--- src/rtl/count_display_scanner_if.sv ---
// Display-side bundle of count_display_scanner: the raw counter value in and
// the multiplexed seven-segment drive, latched value and frame strobe out.
interface count_display_scanner_if;
    logic [3:0] count;
    logic [6:0] seg;
    logic [1:0] an;
    logic [3:0] value;
    logic       frame_tick;

    modport master (output count, input seg, input an, input value, input frame_tick);
    modport slave  (input count, output seg, output an, output value, output frame_tick);
endinterface

--- src/rtl/count_display_scanner.sv ---
// Two-digit multiplexed seven-segment scanner for a glitchy ripple-counter value.
// Optional LEADING_ZERO_BLANK_EN: leave the tens digit dark when it is zero.
module count_display_scanner #(
    parameter int unsigned REFRESH_DIV      = 50000,
    parameter int unsigned BLANK_CYCLES     = 500,
    parameter int unsigned SEG_ACTIVE_LOW   = 1,
    parameter int unsigned DIGIT_ACTIVE_LOW = 1
) (
    input  logic                   clock,
    input  logic                   clear,
    count_display_scanner_if.slave bus
);

    localparam int unsigned MAX_DIV = (REFRESH_DIV > BLANK_CYCLES) ? REFRESH_DIV : BLANK_CYCLES;
    localparam int unsigned CNT_W   = (MAX_DIV > 1) ? $clog2(MAX_DIV) : 1;

    localparam logic [CNT_W-1:0] DIG_LAST   = CNT_W'(REFRESH_DIV - 1);
    localparam logic [CNT_W-1:0] BLANK_LAST = CNT_W'(BLANK_CYCLES - 1);
    localparam logic [6:0]       SEG_OFF    = (SEG_ACTIVE_LOW != 0) ? 7'h7F : 7'h00;
    localparam logic [1:0]       AN_OFF     = (DIGIT_ACTIVE_LOW != 0) ? 2'b11 : 2'b00;

    typedef enum logic [1:0] {
        DIG0   = 2'd0,
        BLANK0 = 2'd1,
        DIG1   = 2'd2,
        BLANK1 = 2'd3
    } state_e;

    state_e           state_q, state_d;
    logic [CNT_W-1:0] presc_q, presc_d;
    logic [3:0]       s1_q, s1_d;
    logic [3:0]       s2_q, s2_d;
    logic [3:0]       value_q, value_d;
    logic [3:0]       ones_q, ones_d;
    logic [3:0]       tens_q, tens_d;
    logic [6:0]       seg_q, seg_d;
    logic [1:0]       an_q, an_d;
    logic             frame_tick_q, frame_tick_d;

    // s3 only feeds the stability compare, so its next value is used directly
    logic [3:0] s3_d;
    logic       tens_dec;
    logic [3:0] ones_dec;
    logic       lit;
    logic [1:0] an_on;
    logic [6:0] pat;

    // Active-high {g,f,e,d,c,b,a} pattern for a decimal digit
    function automatic logic [6:0] seg_pattern(input logic [3:0] digit);
        logic [6:0] p;
        case (digit)
            4'd0:    p = 7'h3F;
            4'd1:    p = 7'h06;
            4'd2:    p = 7'h5B;
            4'd3:    p = 7'h4F;
            4'd4:    p = 7'h66;
            4'd5:    p = 7'h6D;
            4'd6:    p = 7'h7D;
            4'd7:    p = 7'h07;
            4'd8:    p = 7'h7F;
            4'd9:    p = 7'h6F;
            default: p = 7'h00;
        endcase
        return p;
    endfunction

    always_ff @(posedge clock) begin
        if (!clear) begin
            state_q      <= BLANK1;
            presc_q      <= '0;
            s1_q         <= 4'd0;
            s2_q         <= 4'd0;
            value_q      <= 4'd0;
            ones_q       <= 4'd0;
            tens_q       <= 4'd0;
            seg_q        <= SEG_OFF;
            an_q         <= AN_OFF;
            frame_tick_q <= 1'b0;
        end else begin
            state_q      <= state_d;
            presc_q      <= presc_d;
            s1_q         <= s1_d;
            s2_q         <= s2_d;
            value_q      <= value_d;
            ones_q       <= ones_d;
            tens_q       <= tens_d;
            seg_q        <= seg_d;
            an_q         <= an_d;
            frame_tick_q <= frame_tick_d;
        end
    end

    always_comb begin
        state_d      = state_q;
        presc_d      = presc_q + CNT_W'(1);
        s1_d         = bus.count;
        s2_d         = s1_q;
        s3_d         = s2_q;
        value_d      = value_q;
        ones_d       = ones_q;
        tens_d       = tens_q;
        lit          = 1'b0;
        an_on        = 2'b00;
        pat          = 7'h00;
        seg_d        = SEG_OFF;
        an_d         = AN_OFF;
        frame_tick_d = 1'b0;

        // Latch only a value that sits in both s2 and s3 after this edge
        if (s2_d == s3_d) begin
            value_d = s2_d;
        end

        tens_dec = (value_q >= 4'd10);
        ones_dec = tens_dec ? (value_q - 4'd10) : value_q;

        case (state_q)
            DIG0: begin
                if (presc_q == DIG_LAST) begin
                    state_d = BLANK0;
                    presc_d = '0;
                end
            end
            BLANK0: begin
                if (presc_q == BLANK_LAST) begin
                    state_d = DIG1;
                    presc_d = '0;
                end
            end
            DIG1: begin
                if (presc_q == DIG_LAST) begin
                    state_d = BLANK1;
                    presc_d = '0;
                end
            end
            BLANK1: begin
                if (presc_q == BLANK_LAST) begin
                    state_d = DIG0;
                    presc_d = '0;
                    // Digits change only here, so a lit slot never flickers
                    ones_d  = ones_dec;
                    tens_d  = tens_dec ? 4'd1 : 4'd0;
                end
            end
            default: begin
                state_d = BLANK1;
                presc_d = '0;
            end
        endcase

        // Registered outputs are built from the state being entered
        case (state_d)
            DIG0: begin
                an_on = 2'b01;
                pat   = seg_pattern(ones_d);
                lit   = 1'b1;
            end
            DIG1: begin
                pat = seg_pattern(tens_d);
`ifdef LEADING_ZERO_BLANK_EN
                if (tens_d != 4'd0) begin
                    an_on = 2'b10;
                    lit   = 1'b1;
                end
`else
                an_on = 2'b10;
                lit   = 1'b1;
`endif
            end
            default: begin
                an_on = 2'b00;
                lit   = 1'b0;
            end
        endcase

        if (lit) begin
            seg_d = (SEG_ACTIVE_LOW != 0) ? ~pat : pat;
        end
        an_d         = AN_OFF ^ an_on;
        frame_tick_d = (state_d == BLANK1) && (presc_d == BLANK_LAST);
    end

    assign bus.seg        = seg_q;
    assign bus.an         = an_q;
    assign bus.value      = value_q;
    assign bus.frame_tick = frame_tick_q;

endmodule

--- src/flat_wrapper.sv ---
// flat-port wrapper written by rule: the top's interface ports become plain ports
module count_display_scanner_flat 
#(
    parameter int unsigned REFRESH_DIV      = 50000,
    parameter int unsigned BLANK_CYCLES     = 500,
    parameter int unsigned SEG_ACTIVE_LOW   = 1,
    parameter int unsigned DIGIT_ACTIVE_LOW = 1
)
  (clock, clear, bus_count, bus_seg, bus_an, bus_value, bus_frame_tick);
  count_display_scanner_if bus_i ();
  input  logic clock;
  input  logic clear;
  input wire logic [$bits(bus_i.count)-1:0] bus_count;
  output wire logic [$bits(bus_i.seg)-1:0] bus_seg;
  output wire logic [$bits(bus_i.an)-1:0] bus_an;
  output wire logic [$bits(bus_i.value)-1:0] bus_value;
  output wire logic [$bits(bus_i.frame_tick)-1:0] bus_frame_tick;
  assign bus_i.count = bus_count;
  assign bus_seg = bus_i.seg;
  assign bus_an = bus_i.an;
  assign bus_value = bus_i.value;
  assign bus_frame_tick = bus_i.frame_tick;
  count_display_scanner #(.REFRESH_DIV(REFRESH_DIV), .BLANK_CYCLES(BLANK_CYCLES), .SEG_ACTIVE_LOW(SEG_ACTIVE_LOW), .DIGIT_ACTIVE_LOW(DIGIT_ACTIVE_LOW)) u_core (.clock(clock), .clear(clear), .bus(bus_i));
endmodule
--- config.mk ---
export PLATFORM = sky130hd
export DESIGN_NAME = count_display_scanner_flat
export DESIGN_NICKNAME = d
export VERILOG_FILES = /design/src/rtl/count_display_scanner_if.sv /design/src/rtl/count_display_scanner.sv /design/src/flat_wrapper.sv
export SDC_FILE = /design/constraint.sdc
export NUM_CORES = 1
export LEC_CHECK = 0
export BUFFER_PORTS_ARGS = -buffer_cell sky130_fd_sc_hd__buf_4
export CORE_ASPECT_RATIO = 1.5
export CORE_UTILIZATION = 40
export DETAILED_ROUTE_END_ITERATION = 10
export SYNTH_ARGS = -nofsm -noshare
export SYNTH_HDL_FRONTEND = slang
export SYNTH_SLANG_ARGS = --single-unit
--- constraint.sdc ---
create_clock -name clock -period 6.3 [get_ports clock]
set_input_delay 0.315 -clock clock [delete_from_list [all_inputs] [get_ports clock]]
set_output_delay 0.315 -clock clock [all_outputs]
set_load 0.03 [all_outputs]
# == Word level (Yosys, flattened, before mapping) ==
# Memories as Yosys holds them, arrays and structs flattened.
# Cells that the tools add are included.
# word_totals
ff_bits,48
latch_bits,0
ram_bits,0
rom_bits,224
input_bits,6
output_inout_bits,14
wordCells,50
mem_count,2
# classes
n_addsub,2
multipliers,0
div_mod_pow,0
magnitude_cmp,1
eq_ne,9
n_shift,0
n_mux,17
bitwise_logic,2
reduce_logical,7
# mem_list
name,depth,word_bits,read_ports,rd_ports_with_merged_regs,write_ports,line_no,text
(name not given),16,7,1,0,0,count_display_scanner.sv:51,case (digit)
(name not given),16,7,1,0,0,count_display_scanner.sv:51,
# ops
cell,count
== test 16 x 9 -> 1 bit (second input constant),2
two-way mux 16 bit,2
case mux 16 bit (2 select lines),1
two-way mux 4 bit,5
adder 16 x 1 -> 16 bit (second input constant),1
== test 16 bit (second input constant),1
case mux 7 bit (2 select lines),1
== test 2 bit (second input constant),4
two-way mux 2 bit,4
case mux 2 bit (4 select lines),1
inverter 7 bit,1
OR reduction 2 bit,3
== test 4 bit,1
>= comparator 4 bit (second input constant),1
logical NOT 2 bit,2
case mux 2 bit (2 select lines),1
subtractor 4 bit (second input constant),1
== test 2 x 1 -> 1 bit (second input constant),1
two-way mux 1 bit,2
inverter 2 bit,1
AND reduction 2 bit,1
logical AND 1 bit,1

# == Longest topological paths before layout ==
# depth
ltp_word,7
mapped_depth,15
ltp_nobuf,14

# == Worst setup path after synthesis ==
# Ideal clock, no wire load.
# synth_timing
kind,register -> register
from,register u_core.presc_q[0]
to,register u_core.seg_q[6] (netlist: u_core.bus.seg[6])
arrival_ns,3.114
required_time_ns,6.182
slack_ns,3.068
stages_incl_launch_ff,14
path_buffers,1
synth_period_minus_slack_ns,3.232
path_cell_list,dfxtp_1 -> ha_1 -> and4bb_2 -> or4b_4 -> or2_1 -> buf_2 -> a21oi_1 -> inv_1 -> ha_1 -> nor3b_1 -> a21oi_1 -> or3_1 -> a22oi_1 -> o21ai_1
# synth_between
elab_cells_between_ends,20
# synth_lines
item,line_no,text
"start, declared",count_display_scanner.sv:30,"logic [CNT_W-1:0] presc_q, presc_d;"
"start signal, assigned",count_display_scanner.sv:81,presc_q <= presc_d;
== test 16 x 9 -> 1 bit,count_display_scanner.sv:137,if (presc_q == BLANK_LAST) begin
two-way mux 4 bit,count_display_scanner.sv:137,
two-way mux 4 bit,count_display_scanner.sv:117,case (state_q)
named net u_core.tens_d[0],count_display_scanner.sv:35,"logic [3:0] tens_q, tens_d;"
memory read (16 x 7 bit),-,
case mux 7 bit (2 select lines),count_display_scanner.sv:152,case (state_d)
inverter 7 bit,count_display_scanner.sv:177,seg_d = (SEG_ACTIVE_LOW != 0) ? ~pat : pat;
"end signal, assigned",count_display_scanner.sv:87,seg_q <= seg_d;
"end, declared",count_display_scanner.sv:36,"logic [6:0] seg_q, seg_d;"
# The timed path passes the listed nets, and every way through them passes these cells.
# A chain may end at the register's enable or synchronous reset.

# == Worst setup path after layout ==
# Same ends and word-level chain as after synthesis.

==> impl_metrics.env <==
export IMPL_crit_path_max_incr_delay_ns=0.48
export IMPL_hold_path_class="input port to flop"
export IMPL_netlist_area_sq_um=2561
export IMPL_cts_tree="done"
export IMPL_path_cells="ha_1 -> and4bb_2 -> or4b_4 -> or2_1 -> a21oi_1 -> inv_1 -> ha_1 -> nor3b_1 -> a21oi_1 -> or3_1 -> a22oi_1 -> o21ai_1"
export IMPL_cp_arrival_ns=3.81
export IMPL_r2r_slack_ns=2.68
export IMPL_rsz0062_at_grt="false"
export IMPL_antenna_left=0
export IMPL_die_h_microns=100.0
export IMPL_globalplace_congestion=0.8153
export IMPL_path_class="flop to flop"
export IMPL_drc=0
export IMPL_power_density_nw_per_um2=200.9
export IMPL_start_util_pct=41.48
export IMPL_end_kind="flop"
export IMPL_path_clk_slew_ns=0.09
export IMPL_ys_types=53
export IMPL_firstDrtPassIters=4
export IMPL_status="finished, final reports clean"
export IMPL_gr_usage_met2_pct=31.77
export IMPL_hold_viol_final=0
export IMPL_slew_viol_final=0
export IMPL_setup_tns_ns=0
export IMPL_synth_top_area_share_pct=37.52
export IMPL_place_inst=367
export IMPL_setup_ws_ns=2.683
export IMPL_grt_use_total_pct=18.07
export IMPL_min_delay_path_depth=2
export IMPL_synth_nets=306
export IMPL_r2r_cells=12
export IMPL_max_clock_freq_mhz=276.5
export IMPL_std_cell_rows=35
export IMPL_timing_rr_start="u_core.presc_q[0]"
export IMPL_syn_area_per_cell_sq_um=8.893
export IMPL_syn2layout_area_growth_pct=11.43
export IMPL_grt_met1_usage_pct=20.04
export IMPL_nets=318
export IMPL_vias=2103
export IMPL_ys_flop_type="dfxtp_1"
export IMPL_dieArea_sq_um=6734
export IMPL_core_area_sq_um=6175
export IMPL_first_iter_violations=121
export IMPL_post_cts_buffers=0
export IMPL_cts_resized=0
export IMPL_peakVddDrop_v=0.0001089
export IMPL_async_reset_ff_share_pct=0
export IMPL_nFillCells=607
export IMPL_clk_latency_ns=0.30
export IMPL_grt_max_degree=27
export IMPL_clock_path_buffers=2
export IMPL_die_w_microns=67.34
export IMPL_grt_pass1_vias=1940
export IMPL_finalSetupViolCount=0
export IMPL_fin_crit_sh_pct=57.41
export IMPL_synth_seq_cells=48
export IMPL_worstMarginPinSlew_ns=0.8803
export IMPL_routed_wl_mm=5.548
export IMPL_maxSlewHeadroom_pct=41.10
export IMPL_holdBufCountCts=0
export IMPL_max_cap_violations=0
export IMPL_netlist_instances=288
export IMPL_numCtsBuffers=5
export IMPL_cts_sinks=48
export IMPL_busiest_layer="met2"
export IMPL_stdcell_count=375
export IMPL_ys_warnings_count=0
export IMPL_worstPathRequired_ns=6.49
export IMPL_hold_path_end="u_core.s1_q[2]"
export IMPL_vias_per_cell=5.608
export IMPL_pre_cts_ws_ns=2.692
export IMPL_ys_seq_area_share_pct=37.52
export IMPL_hold_start="bus_count[2]"
export IMPL_drive_gt1_share_pct=13.95
export IMPL_diodes=0
export IMPL_clock_skew_ns=0.009036
export IMPL_grt_util_met3_pct=2.727
export IMPL_r2r_end="u_core.bus.seg[6]"
export IMPL_fin_util_pct=46.22
export IMPL_synth_top_area_cell="dfxtp_1"
export IMPL_fin_crit_ns=3.617
export IMPL_cts_root_buf="clkbuf_8"
export IMPL_ios=20
export IMPL_yosys_top_cells_area="dfxtp_1 38%, ha_1 5.9%, xnor2_1 4.4%"
export IMPL_p_leak_uw=0.001123
export IMPL_dp_final_hpwl_mm=4.208
export IMPL_portBuffers=19
export IMPL_wire_per_inst_microns=14.79
export IMPL_synth_edff_count=0
export IMPL_start_kind="flop"
export IMPL_crit_fanout=15
export IMPL_grt_overflow_total=0
export IMPL_cp_slowest_cell="or4b_4"
export IMPL_grt_pass1_wl_mm=9.156
export IMPL_htree_levels=2
export IMPL_antenna_found_initial=0
==> placed cells by master (no fill, tap or decap), types with 3 or more instances in the layout <==
| cell | count |
|---|---|
| a21oi_1 | 11 |
| and2_1 | 10 |
| and3_1 | 7 |
| buf_4 | 19 |
| clkbuf_8 | 5 |
| dfxtp_1 | 48 |
| ha_1 | 12 |
| inv_1 | 11 |
| mux2i_1 | 7 |
| nand2_1 | 14 |
| nand3_1 | 12 |
| nand4_1 | 4 |
| nand4b_1 | 5 |
| nor2_1 | 27 |
| nor2b_1 | 13 |
| nor3_1 | 4 |
| nor3b_1 | 3 |
| nor4_1 | 3 |
| o211ai_1 | 3 |
| o21ai_0 | 12 |
| o21ai_1 | 3 |
| or2_2 | 3 |
| or3_1 | 4 |
| xnor2_1 | 13 |
| xor2_1 | 9 |
==> area by class of cell <==
class                   instances  area [sq um]  area share (%)
multi-input cells             215          1501           52.61
well taps                      74         92.59           3.244
flip-flops and latches         48         960.9           33.67
clock buffers                   5         68.82           2.411
clock inverters                 3         46.29           1.622
inverters                      11         41.29           1.447
repair buffers                 19         142.6           4.998
==> metrics by stage <==
stage | cell area [sq um] | total power, uW | hold WS, ns
2_1_floorplan | 2561 | 341.3 | 0.4296
3_3_place_gp | 2739 | 350.2 | 0.4635
3_5_place_dp | 2739 | 351.2 | 0.4778
4_1_cts | 2854 | 582.7 | 0.2085
5_1_grt | 2854 | 593.7 | 0.2201
6_report | 2854 | 573.4 | 0.2191
==> cell usage after synthesis (7+ instances only) <==
library cell / count
a21oi_1: 11
and2_1: 10
and3_1: 7
clkbuf_1: 10
dfxtp_1: 48
ha_1: 12
inv_1: 11
mux2i_1: 7
nand2_1: 14
nand3_1: 12
nor2_1: 27
nor2b_1: 13
o21ai_0: 12
xnor2_1: 13
xor2_1: 9
==> how the worst max path moves through the flow <==
stage,startpoint,end,cells past startpoint
after floorplan,u_core.presc_q[0],u_core.bus.seg[6],13
after global placement,u_core.presc_q[0],u_core.bus.seg[6],12
after detailed placement,u_core.presc_q[0],u_core.bus.seg[6],12
after CTS,u_core.presc_q[0],u_core.bus.seg[6],12
after global routing,u_core.presc_q[0],u_core.bus.seg[6],12
final,u_core.presc_q[0],u_core.bus.seg[6],12
==> sequential cells by signal (all words and copies together), names as in the netlist <==
signal / flops
u_core.ones_q: 4
u_core.bus.seg: 7
u_core.bus.an: 2
u_core.s2_q: 4
u_core.presc_q: 16
u_core.s1_q: 4
u_core.bus.value: 4
u_core.state_q: 2
u_core.tens_q: 4
u_core.bus.frame_tick: 1
==> critical path, delay by kind of cell, from the launching register on <==
kind                       cells  cell delay, ns
and+or+nand+nor                5            1.77
AOI/OAI and AO/OA              4            0.75
adders and majority gates      2            0.47
buffers and inverters          1            0.12
DFF                            1            0.41
==> cells by family (layout without fill, tap and decap cells) <==
kind of cell    after synthesis  count (layout)  synth area share (%)
simple gates                121             121                 27.50
compound gates               52              52                 14.56
flops                        48              48                 37.52
buf+inv                      25              38                 3.860
xor+xnor                     22              22                 7.523
fa+ha+maj                    12              12                 5.862
mux                           8               8                 3.175
==> report_power, final <==
group	switching (uW)	internal, uW
clock	110	120
combinational	15.7	13.6
sequential	5.97	308
total	132	442
==> layer usage <==
metal | part of all wire, % | up-vias
met5 | 0 | -
met4 | 4.4 | 0
met3 | 3.1 | 17
met2 | 52 | 60
met1 | 40 | 990
li1 | - | 1036
(Power assumes the default switching activity.)
